==> src/rtl/fp32_pkg.sv <==
// ---------------------------------------------------------------------------
// fp32_pkg
// Shared FP32 definitions for the FPU datapath (multiplier and divider).
// Contents:
//   field widths (sign/exponent/fraction), exponent bias, canonical quiet NaN,
//   infinity field values, packed operand struct, divider FSM state enum,
//   and a small helper that packs sign/exponent/fraction into a word.
// No ports; imported with `import fp32_pkg::*;`.
// ---------------------------------------------------------------------------
package fp32_pkg;

  localparam int SIGN_W   = 1;
  localparam int EXP_W    = 8;
  localparam int FRAC_W   = 23;
  localparam int EXP_BIAS = 127;

  // Quotient bits produced by the divider: 24 mantissa + 1 normalise + 1 guard.
  localparam int QBITS    = 26;

  localparam logic [31:0]       FP32_QNAN     = 32'h7FC0_0000;
  localparam logic [EXP_W-1:0]  FP32_INF_EXP  = 8'hFF;
  localparam logic [FRAC_W-1:0] FP32_INF_FRAC = 23'h0;

  typedef struct packed {
    logic [SIGN_W-1:0] sign;
    logic [EXP_W-1:0]  exp;
    logic [FRAC_W-1:0] frac;
  } fp32_t;

  typedef enum logic [1:0] {
    IDLE,
    DIVIDE,
    ROUND,
    DONE
  } fdiv_state_t;

  function automatic logic [31:0] fp32_pack(input logic             s,
                                            input logic [EXP_W-1:0]  e,
                                            input logic [FRAC_W-1:0] f);
    return {s, e, f};
  endfunction

endpackage

==> src/rtl/float_divider_if.sv <==
// ---------------------------------------------------------------------------
// float_divider_if
// Start/valid handshake bundle between the FPU control and the FP32 divider.
//   start      launch request (master -> divider)
//   input_a    dividend, FP32 (master -> divider)
//   input_b    divisor, FP32 (master -> divider)
//   busy       divider not idle (divider -> master)
//   valid      one-cycle result strobe (divider -> master)
//   output_z   quotient, FP32 (divider -> master)
//   exception  error flag qualified by valid (divider -> master)
// Modports: master (requesting side), slave (divider side).
// ---------------------------------------------------------------------------
interface float_divider_if;

  logic        start;
  logic [31:0] input_a;
  logic [31:0] input_b;
  logic        busy;
  logic        valid;
  logic [31:0] output_z;
  logic        exception;

  modport master (
    output start, input_a, input_b,
    input  busy, valid, output_z, exception
  );

  modport slave (
    input  start, input_a, input_b,
    output busy, valid, output_z, exception
  );

endinterface

==> src/rtl/fdiv_round_pack.sv <==
// ---------------------------------------------------------------------------
// fdiv_round_pack
// Combinational back end of the FP32 divider: normalises the raw quotient,
// rounds to nearest-even, handles exponent overflow/underflow and packs the
// result word.
// Ports:
//   sign      result sign
//   exp_in    unbiased-difference exponent plus bias, 10-bit signed
//   quo       26-bit raw quotient, MSB first (quo[25] is the integer bit)
//   sticky    1 when the final partial remainder is non-zero
//   result    packed FP32 result
//   overflow  result saturated to infinity (only with FDIV_EXCEPTION_EN)
// Configuration macro: FDIV_EXCEPTION_EN adds the overflow output.
// ---------------------------------------------------------------------------
module fdiv_round_pack
  import fp32_pkg::*;
(
  input  logic              sign,
  input  logic signed [9:0] exp_in,
  input  logic [QBITS-1:0]  quo,
  input  logic              sticky,
  output logic [31:0]       result
`ifdef FDIV_EXCEPTION_EN
  , output logic            overflow
`endif
);

  logic [23:0]       mant;
  logic              guard;
  logic              stk;
  logic              round_up;
  logic [24:0]       sum;
  logic [22:0]       frac;
  logic signed [9:0] e_norm;
  logic signed [9:0] e_fin;

  // When the integer bit is set the quotient is already normalised and the
  // lowest quotient bit lies below the guard, so it joins the sticky term.
  // Otherwise shift left one place and lower the exponent. A rounding carry
  // out of the mantissa leaves 1.000..., so the fraction is taken one bit up.
  always_comb begin
    if (quo[25]) begin
      mant   = quo[25:2];
      guard  = quo[1];
      stk    = sticky | quo[0];
      e_norm = exp_in;
    end else begin
      mant   = quo[24:1];
      guard  = quo[0];
      stk    = sticky;
      e_norm = exp_in - 10'sd1;
    end
    round_up = guard & (stk | mant[0]);
    sum      = {1'b0, mant} + {24'd0, round_up};
    frac     = sum[24] ? sum[23:1] : sum[22:0];
    e_fin    = sum[24] ? e_norm + 10'sd1 : e_norm;
    if (e_fin >= 10'sd255) begin
      result = fp32_pack(sign, FP32_INF_EXP, FP32_INF_FRAC);
    end else if (e_fin <= 10'sd0) begin
      result = {sign, 31'd0};
    end else begin
      result = fp32_pack(sign, e_fin[7:0], frac);
    end
  end

`ifdef FDIV_EXCEPTION_EN
  assign overflow = (e_fin >= 10'sd255);
`endif

endmodule

==> src/rtl/float_divider.sv <==
// ---------------------------------------------------------------------------
// float_divider
// Iterative IEEE-754 single-precision divider, z = a / b. Radix-2 restoring
// mantissa division, one quotient bit per cycle, round-to-nearest-even,
// subnormals flushed to signed zero. One operation in flight.
// Ports:
//   clk      clock, rising edge
//   clrn     asynchronous active-low reset
//   enable   global advance; 0 freezes every register
//   bus      float_divider_if.slave: start, input_a, input_b in;
//            busy, valid, output_z, exception out
// Latency from the edge that samples start: valid after 27 more edges for
// normal operands, immediately (same edge) for special operands.
// Configuration macro: FDIV_EXCEPTION_EN enables the registered exception
// flag (invalid, divide-by-zero, overflow); otherwise exception is 0.
// ---------------------------------------------------------------------------
module float_divider
  import fp32_pkg::*;
(
  input  logic           clk,
  input  logic           clrn,
  input  logic           enable,
  float_divider_if.slave bus
);

  fdiv_state_t       state;
  logic [4:0]        count;
  logic [24:0]       rem;
  logic [23:0]       divisor;
  logic [QBITS-1:0]  quo;
  logic              sign_q;
  logic signed [9:0] exp_q;
  logic [31:0]       z_q;

  fp32_t             op_a;
  fp32_t             op_b;
  logic              res_sign;
  logic              a_nan, b_nan, a_inf, b_inf, a_zero, b_zero;
  logic              is_invalid;
  logic              is_dz;
  logic              special;
  logic [31:0]       special_z;
  logic              q_bit;
  logic [24:0]       rem_next;
  logic [31:0]       rounded_z;

  assign op_a     = bus.input_a;
  assign op_b     = bus.input_b;
  assign res_sign = op_a.sign[0] ^ op_b.sign[0];

  // Exponent 0 is treated as zero regardless of fraction (subnormal flush).
  assign a_nan  = (op_a.exp == FP32_INF_EXP) && (op_a.frac != '0);
  assign b_nan  = (op_b.exp == FP32_INF_EXP) && (op_b.frac != '0);
  assign a_inf  = (op_a.exp == FP32_INF_EXP) && (op_a.frac == '0);
  assign b_inf  = (op_b.exp == FP32_INF_EXP) && (op_b.frac == '0);
  assign a_zero = (op_a.exp == '0);
  assign b_zero = (op_b.exp == '0);

  // inf/0 is excluded from divide-by-zero: it is an exact infinity.
  assign is_invalid = a_nan || b_nan || (a_zero && b_zero) || (a_inf && b_inf);
  assign is_dz      = b_zero && !a_inf && !is_invalid;

  // Special-operand results in priority order; anything else goes through
  // the iterative mantissa divider.
  always_comb begin
    special   = 1'b1;
    special_z = '0;
    if (is_invalid) begin
      special_z = FP32_QNAN;
    end else if (is_dz || a_inf) begin
      special_z = fp32_pack(res_sign, FP32_INF_EXP, FP32_INF_FRAC);
    end else if (a_zero || b_inf) begin
      special_z = {res_sign, 31'd0};
    end else begin
      special   = 1'b0;
    end
  end

  // One restoring step: subtract the divisor when it fits, then shift.
  // The remainder stays below twice the divisor, so 25 bits never overflow.
  assign q_bit    = (rem >= {1'b0, divisor});
  assign rem_next = (q_bit ? rem - {1'b0, divisor} : rem) << 1;

`ifdef FDIV_EXCEPTION_EN
  logic exc_q;
  logic round_ovf;

  fdiv_round_pack u_round_pack (
    .sign     (sign_q),
    .exp_in   (exp_q),
    .quo      (quo),
    .sticky   (rem != '0),
    .result   (rounded_z),
    .overflow (round_ovf)
  );
`else
  fdiv_round_pack u_round_pack (
    .sign   (sign_q),
    .exp_in (exp_q),
    .quo    (quo),
    .sticky (rem != '0),
    .result (rounded_z)
  );
`endif

  // Control FSM and datapath registers. enable=0 holds everything, which
  // also makes start invisible while frozen. Results and the flag are
  // loaded together so the flag always describes the current output_z.
  always_ff @(posedge clk or negedge clrn) begin
    if (!clrn) begin
      state   <= IDLE;
      count   <= '0;
      rem     <= '0;
      divisor <= '0;
      quo     <= '0;
      sign_q  <= 1'b0;
      exp_q   <= '0;
      z_q     <= '0;
`ifdef FDIV_EXCEPTION_EN
      exc_q   <= 1'b0;
`endif
    end else if (enable) begin
      case (state)
        IDLE: begin
          if (bus.start) begin
            sign_q <= res_sign;
            if (special) begin
              z_q   <= special_z;
`ifdef FDIV_EXCEPTION_EN
              exc_q <= is_invalid || is_dz;
`endif
              state <= DONE;
            end else begin
              rem     <= {2'b01, op_a.frac};
              divisor <= {1'b1, op_b.frac};
              exp_q   <= $signed({2'b00, op_a.exp}) - $signed({2'b00, op_b.exp})
                         + 10'(EXP_BIAS);
              quo     <= '0;
              count   <= 5'(QBITS - 1);
              state   <= DIVIDE;
            end
          end
        end
        DIVIDE: begin
          quo <= {quo[QBITS-2:0], q_bit};
          rem <= rem_next;
          if (count == '0) begin
            state <= ROUND;
          end else begin
            count <= count - 5'd1;
          end
        end
        ROUND: begin
          z_q   <= rounded_z;
`ifdef FDIV_EXCEPTION_EN
          exc_q <= round_ovf;
`endif
          state <= DONE;
        end
        DONE: begin
          state <= IDLE;
        end
        default: begin
          state <= IDLE;
        end
      endcase
    end
  end

  assign bus.busy     = (state != IDLE);
  assign bus.valid    = (state == DONE);
  assign bus.output_z = z_q;
`ifdef FDIV_EXCEPTION_EN
  assign bus.exception = exc_q;
`else
  assign bus.exception = 1'b0;
`endif

endmodule

==> src/flat_wrapper.sv <==
// flat-port wrapper written by rule: the top's interface ports become plain ports
module float_divider_flat import fp32_pkg::*;
  (clk, clrn, enable, bus_start, bus_input_a, bus_input_b, bus_busy, bus_valid, bus_output_z, bus_exception);
  float_divider_if bus_i ();
  input  logic clk;
  input  logic clrn;
  input  logic enable;
  input wire logic [$bits(bus_i.start)-1:0] bus_start;
  input wire logic [$bits(bus_i.input_a)-1:0] bus_input_a;
  input wire logic [$bits(bus_i.input_b)-1:0] bus_input_b;
  output wire logic [$bits(bus_i.busy)-1:0] bus_busy;
  output wire logic [$bits(bus_i.valid)-1:0] bus_valid;
  output wire logic [$bits(bus_i.output_z)-1:0] bus_output_z;
  output wire logic [$bits(bus_i.exception)-1:0] bus_exception;
  assign bus_i.start = bus_start;
  assign bus_i.input_a = bus_input_a;
  assign bus_i.input_b = bus_input_b;
  assign bus_busy = bus_i.busy;
  assign bus_valid = bus_i.valid;
  assign bus_output_z = bus_i.output_z;
  assign bus_exception = bus_i.exception;
  float_divider u_core (.clk(clk), .clrn(clrn), .enable(enable), .bus(bus_i));
endmodule
==> config.mk <==
export PLATFORM = sky130hd
export DESIGN_NAME = float_divider_flat
export DESIGN_NICKNAME = d
export VERILOG_FILES = /design/src/rtl/fp32_pkg.sv /design/src/rtl/float_divider_if.sv /design/src/rtl/fdiv_round_pack.sv /design/src/rtl/float_divider.sv /design/src/flat_wrapper.sv
export SDC_FILE = /design/constraint.sdc
export NUM_CORES = 1
export LEC_CHECK = 0
export ABC_AREA = 0
export CAP_MARGIN = 20
export CORE_MARGIN = 5
export CORE_UTILIZATION = 50
export CTS_BUF_LIST = sky130_fd_sc_hd__clkbuf_4
export DETAILED_ROUTE_END_ITERATION = 6
export HOLD_SLACK_MARGIN = 0.02
export PLACE_DENSITY = 0.82
export SETUP_SLACK_MARGIN = 0.1
export SLEW_MARGIN = 5
export SYNTH_ARGS = -nofsm -noshare
export SYNTH_HDL_FRONTEND = slang
export SYNTH_HIERARCHICAL = 1
export SYNTH_SLANG_ARGS = --single-unit
export TNS_END_PERCENT = 1
==> constraint.sdc <==
create_clock -name clk -period 9.4 [get_ports clk]
set_clock_uncertainty 0.2 [all_clocks]
set_input_delay 1.41 -clock clk [delete_from_list [all_inputs] [get_ports clk]]
set_output_delay 1.41 -clock clk [all_outputs]
set_load 0.02 [all_outputs]
==> flow_summary_export.csv <==
group,metric,value,unit
place,portBuffers,101,
floorplan,ios,103,
setup_path,path_max_fanout,60,
place,hpwl,17300,microns
synthesis,ys_warn_count,6,
route,vias,8557,
pwr,power,3.32,mW
route,finalWirelength,23300,microns
synthesis,syn_area,0.00931,sq mm
floorplan,initial_core_util,50.3,%
finish,final_common_cell,"nand2_1",
sta,rsz0062_at_grt,"false",
setup_path,worst_path_max_delay_cell,"dfrtp_2",
floorplan,die_h,146,microns
cts,tritoncts,"done",
hold_path,hp-class,"flip-flop to flip-flop",
global_routing,grt_max_degree,78,
cts,cts_root_buf,"clkbuf_4",
setup_path,critPathKind,"flip-flop to flip-flop",
cts,htreeDepth,4,
floorplan,rows,50,
synthesis,avgSynthCellArea,8.01,sq um
global_routing,grt_pass1_wl,39000,microns
setup_path,crit_chain,"nand2_1 > a21boi_0 > ha_1 > nand2_1 > or4b_1 > or4_1 > or3_4 > nor4_4 > xnor2_1 > or4_1 > nor4_2 > nand2_1 > o21ai_1",
pwr,power_density,312,mW/mm^2
synthesis,synth_top_area_cell,"dfrtp_1",
setup_path,critPathMostFrequentCell,"nand2_1",
route,drtAntennaViolNets,0,
pwr,vdd_drop_max,0.141,mV
sta,tns,0,ns
setup_path,endpoint_kind,"flip-flop",
sta,finalSetupViolCount,0,
route,viasPerCell,5.81,
sta,relSlewSlack,30.9,%
global_routing,track_usage,21.6,%
cts,clock_sinks,125,
setup_path,cp.arrival,6.04,ns
global_routing,antenna_found_initial,0,
floorplan,die_area,0.0215,sq mm
run,maxCapViolations,0,
floorplan,core,0.0185,sq mm
sta,worst_pin_slew,1.02,ns
synthesis,synthTopCellsByArea,"dfrtp_1, nand2_1, ha_1, a21oi_1, xnor2_1",
cts,clkTransAtPathRegs,0.11,ns
cts,cts_resized,0,
sta,hold_viol,0,
synthesis,synth_fp_nets,1274,
synthesis,yosysTopAreaCellShare,33.6,%
global_routing,grt_overflow_total,0,
sta,min_period,5.80,ns
pwr,p_leak,4.41,nW
cts,clk_path_buf_depth,2,
cts,clock_latency,0.53,ns
synthesis,synth_cell_types,77,
cts,cts-buffers-inserted,17,
synthesis,synth_edf_count,0,
route,wl_per_cell,15.8,microns
floorplan,die_width,146,microns
setup_path,startpoint_type,"flip-flop",
run_status,status,"finished, final reports clean",
finish,fin_cells,1473,
synthesis,seq_area_frac_synth,33.6,%
route,first_pass_iters,6,
global_routing,grt_pass1_vias,8032,
route,drc,0,
place,placedCellCount,1440,
sta,min_period_over_period,61.7,%
finish,final_cell_mix,"nand2_1, dfrtp_1, clkdlybuf4s50_1, a21oi_1, nor2_1",
finish,fin_util,57.4,%
setup_path,cp.required,9.64,ns
setup_path,max_stage_delay,1.04,ns
sta,drv_slew,0,
finish,final_nets,1339,
finish,diodes,0,
place,place_congestion,0.915,
finish,area_delta_synth_final,14.1,%
sta,fmax,0.172,GHz
synthesis,synth-main-ff-cell,"dfrtp_1",
cts,ctsHoldBuffers,0,
synthesis,async_reset_ff_share,100,%
synthesis,syn_inst,1162,
route,drt_iter0_markers,718,
cts,postCtsSetupRepairBufs,0,
synthesis,ys_ff_latch,125,
finish,drive_gt1_share,5.57,%
[path summary, 6_finish.rpt]
check,from,to,cells past startpoint,slack (ns)
min in group asynchronous,clrn,u_core/bus.output_z[11],1,0.68
worst max register to register,u_core/quo[25],u_core/bus.output_z[20],13,3.60
worst max-delay path,u_core/quo[25],u_core/bus.output_z[20],13,3.60
max in group asynchronous,clrn,u_core/rem[19],2,6.92
worst min register to register,u_core/divisor[23],u_core/divisor[23],2,0.29
worst min-delay path,u_core/divisor[23],u_core/divisor[23],2,0.29
[stage by stage]
stage	instance area [sq um]	setup WS [ns]	hold slack (ns)
after global routing	10600	3.29	0.314
after floorplan	9310	3.47	0.218
after global placement	10400	3.77	0.234
after CTS	10600	3.63	0.289
after detailed placement	10400	3.64	0.266
final	10600	3.60	0.286
[registers in the layout (all words and copies together), names as in the netlist]
name / flops
u_core/exp_q: 10
u_core/rem: 25
u_core/divisor: 24
u_core/quo: 26
u_core/bus.output_z: 32
u_core/count: 5
u_core/sign_q: 1
u_core/state: 2
[critical path, delay by kind of cell, from the launching register on]
kind / cells / cell delay (ns)
flip-flops: 1 / 1.04
adder cells (fa/ha/maj): 1 / 0.21
AND/OR/NAND/NOR: 9 / 3.64
AO/OA/AOI/OAI: 2 / 0.37
XOR/XNOR: 1 / 0.23
[cells in the mapped netlist (all sizes together) (12+ instances only)]
master / number
xor2: 41
clkbuf: 43
nor4: 33
nor2: 65
xnor2: 43
a31oi: 12
and3: 17
nand2: 214
mux2i: 30
nand4: 20
o21ai: 101
nor3: 28
dfrtp: 125
ha: 42
inv: 50
a21oi: 80
nand3: 54
buf: 21
[per-layer routing]
layer | vias to the layer above | track usage [%] | wire, microns
met5 | - | 0 | 0
met4 | 0 | 4.61 | 357
met3 | 29 | 3.94 | 1340
met2 | 280 | 35.5 | 11000
met1 | 4010 | 29.9 | 10600
li1 | 4238 | - | -
[kinds of logic (layout without fill, tap and decap cells)]
group / after synthesis / in the layout / share of synthesized area, %
simple gates: 488 / 488 / 25.7
other cells: 1 / 1 / 0.0403
fa+ha+maj: 44 / 44 / 6.07
buf+inv: 114 / 191 / 5.29
xor+xnor: 84 / 84 / 7.90
compound gates: 270 / 270 / 17.5
mux: 36 / 36 / 3.95
flops: 125 / 125 / 33.6
[power by group]
part           internal (mW)  switching, mW
clock                  0.133          0.193
sequential             0.719          0.157
combinational          0.871           1.25
[cell type report]
| type | instances | area, sq um |
|---|---|---|
| fill | 1683 | 7890 |
| multi-input combinational | 923 | 5700 |
| sequential | 125 | 3130 |
| timing repair buffer | 110 | 1090 |
| tap | 234 | 293 |
| inverter | 50 | 188 |
| clock buffer | 20 | 150 |
| clock inverter | 11 | 78.8 |
(Power assumes the default switching activity.)
==> RTL change 1, RTL diff (same flow settings) <==
Build with the macro `FDIV_EXCEPTION_EN` defined.
--- a/src/rtl/fdiv_round_pack.sv
+++ b/src/rtl/fdiv_round_pack.sv
@@ -12,6 +12,8 @@
 //   overflow  result saturated to infinity (only with FDIV_EXCEPTION_EN)
 // Configuration macro: FDIV_EXCEPTION_EN adds the overflow output.
 // ---------------------------------------------------------------------------
+`define FDIV_EXCEPTION_EN
+
 module fdiv_round_pack
   import fp32_pkg::*;
 (
Check against the original RTL: not equivalent (Yosys sat finds a counterexample within 4 cycles, from zero or initial values).
==> RTL change 1 against the original RTL <==
- first-iteration DRC count fell by 2.4%
- area after synthesis rose by 4.9%
- global-route usage rose by 0.52 points
- design area rose by 5.2%
- sequential cell count rose by 1
- hold slack got worse by 0.014 ns
- total power rose by 1.7%
- routed wire length rose by 5.9%
- worst setup slack improved by 1.0 ns
- largest cell class unchanged
==> RTL change 1: results (changes against the original RTL) <==
Routing
  – Top sig layer: met4 (unchanged)
  – WL met3: 1.38 mm (was 1.34 mm)
  – Wire length on met2: 11.6 mm (was 11.0 mm)
  – Vias: 9042 (was 8557)
  – 1st-iter DRT viols: 701 (was 718)
  – DR WL/cell: 15.8 um (about the same)
  – DRT Wirelength: 24.7 mm (was 23.3 mm)
  – DRT met1 WL: 11.3 mm (was 10.6 mm)

Timing
  – Worst Tran Pin Value: 1.06 ns (was 1.02 ns)

Synthesis
  – Post-Synth Adder-Cell Area: 5.79% (was 6.07%)
  – Xor/xnor share of the synthesized area: 7.32% (was 7.90%)
  – Post-synthesis sequential area ratio: 32.3% (was 33.6%)
  – Post-synthesis compound-gate area fraction: 18.6% (was 17.5%)
  – Synth cell count leaders: 214 x nand2_1, 126 x dfrtp_1, 106 x o21ai_0 (was 213 x nand2_1, 125 x dfrtp_1, 77 x a21oi_1)
  – Mux cell area share after synthesis: 4.05% (was 3.95%)
  – Synth cell types: 83 (was 77)
  – Cells after Synth: 1217 (was 1162)
  – Syn nets: 1329 (was 1274)
  – Ys flop type: dfrtp_1 (unchanged)
  – Synth area leaders: dfrtp_1 32%, nand2_1 8.2%, o21ai_0 5.4%, ha_1 5.4%, xnor2_1 4.4% (was dfrtp_1 34%, nand2_1 8.6%, ha_1 5.6%, a21oi_1 4.1%, xnor2_1 4.0%)

Place
  – Dpl cell area: 10900 um^2 (was 10400 um^2)
  – Routability cong.: 0.922 (was 0.915)
  – Placed Cells: 1527 (was 1440)
  – Detail Placement HPWL: 18.3 mm (was 17.3 mm)
  – # port buffers: 102 (was 101)
  – Worst slack at placement: 4.71 ns (was 3.64 ns)

Setup path
  – Biggest cell delay along the critical path: 1.08 ns (was 1.04 ns)
  – Critical Path AT: 4.97 ns (was 6.04 ns)

Cells and area
  – Layout cell share with drive strength beyond 1: 7.34% (was 5.57%)
  – Nets: 1394 (was 1339)

Power and ir drop
  – LEAKAGE: 4.63 nW (was 4.41 nW)
  – Peak supply drop: 0.177 mV (was 0.141 mV)

Global route
  – GRT met3 Usage: 4.33% (was 3.94%)
  – Total GRT Usage: 22.1% (was 21.6%)
  – Met2 global-route usage: 36.0% (was 35.5%)
  – First-pass GRT wire length: 40.7 mm (was 39.0 mm)
  – Initial antenna violation count: 1 (was 0)
  – Largest net degree at the start of global routing: 81 (was 78)
  – Met1 Use GR: 30.3% (was 29.9%)
  – Vias in the first global route: 8346 (was 8032)

Hold path
  – Hold Crit Class: reg2reg (unchanged)

Outcome
  – Outcome: complete, no violations (unchanged)

CTS
  – Htree depth: 4 (unchanged)
RTL change 1: area by class of cell:
cell class	count	area, um^2
Timing Repair Buffer	111	1100
Antenna cell	1	2.50
Clock inverter	9	93.8
Tap cell	265	332
Multi-Input combinational cell	971	6120
Fill cell	1766	8160
Clock buffer	23	173
Inverter	55	206
Sequential cell	126	3150
RTL change 1: final timing paths:
| kind | slack [ns] | startpoint | cells past startpoint | endpoint |
|---|---|---|---|---|
| min | 0.27 | u_core/divisor[23] | 2 | u_core/divisor[23] |
| min reg2reg | 0.27 | u_core/divisor[23] | 2 | u_core/divisor[23] |
| max reg2reg | 4.63 | u_core/quo[25] | 13 | u_core/bus.output_z[22] |
| min in group asynchronous | 0.65 | clrn | 1 | u_core/bus.output_z[8] |
| max in group asynchronous | 7.15 | clrn | 3 | u_core/count[4] |
| max | 4.63 | u_core/quo[25] | 13 | u_core/bus.output_z[22] |
RTL change 1: worst reg2reg max path, stage by stage (launching register included):
cell and delay, ns:
dfrtp_2 1.08, nand2_1 0.10, a21boi_0 0.23, ha_1 0.21, and2_1 0.21, nand4_1 0.13
or3_1 0.46, nor4_1 0.42, mux2i_1 0.27, xnor2_1 0.18, o2111a_1 0.75, nor3_1 0.14
a21oi_1 0.16, o21ai_0 0.08
RTL change 1: power by group:
part / switching (mW) / internal [mW] / leakage [nW]
logic: 1.25 / 0.862 / 2.86
clock network: 0.198 / 0.171 / 0.151
registers: 0.169 / 0.726 / 1.63
RTL change 1: stage by stage:
| step | util [%] | power (mW) |
|---|---|---|
| CTS | 57.7 | 3.36 |
| detailed placement | 56.3 | 2.98 |
| global route | 57.8 | 3.65 |
| global placement | 56.3 | 2.92 |
| floorplan | - | 2.49 |
| finish | 57.8 | 3.38 |
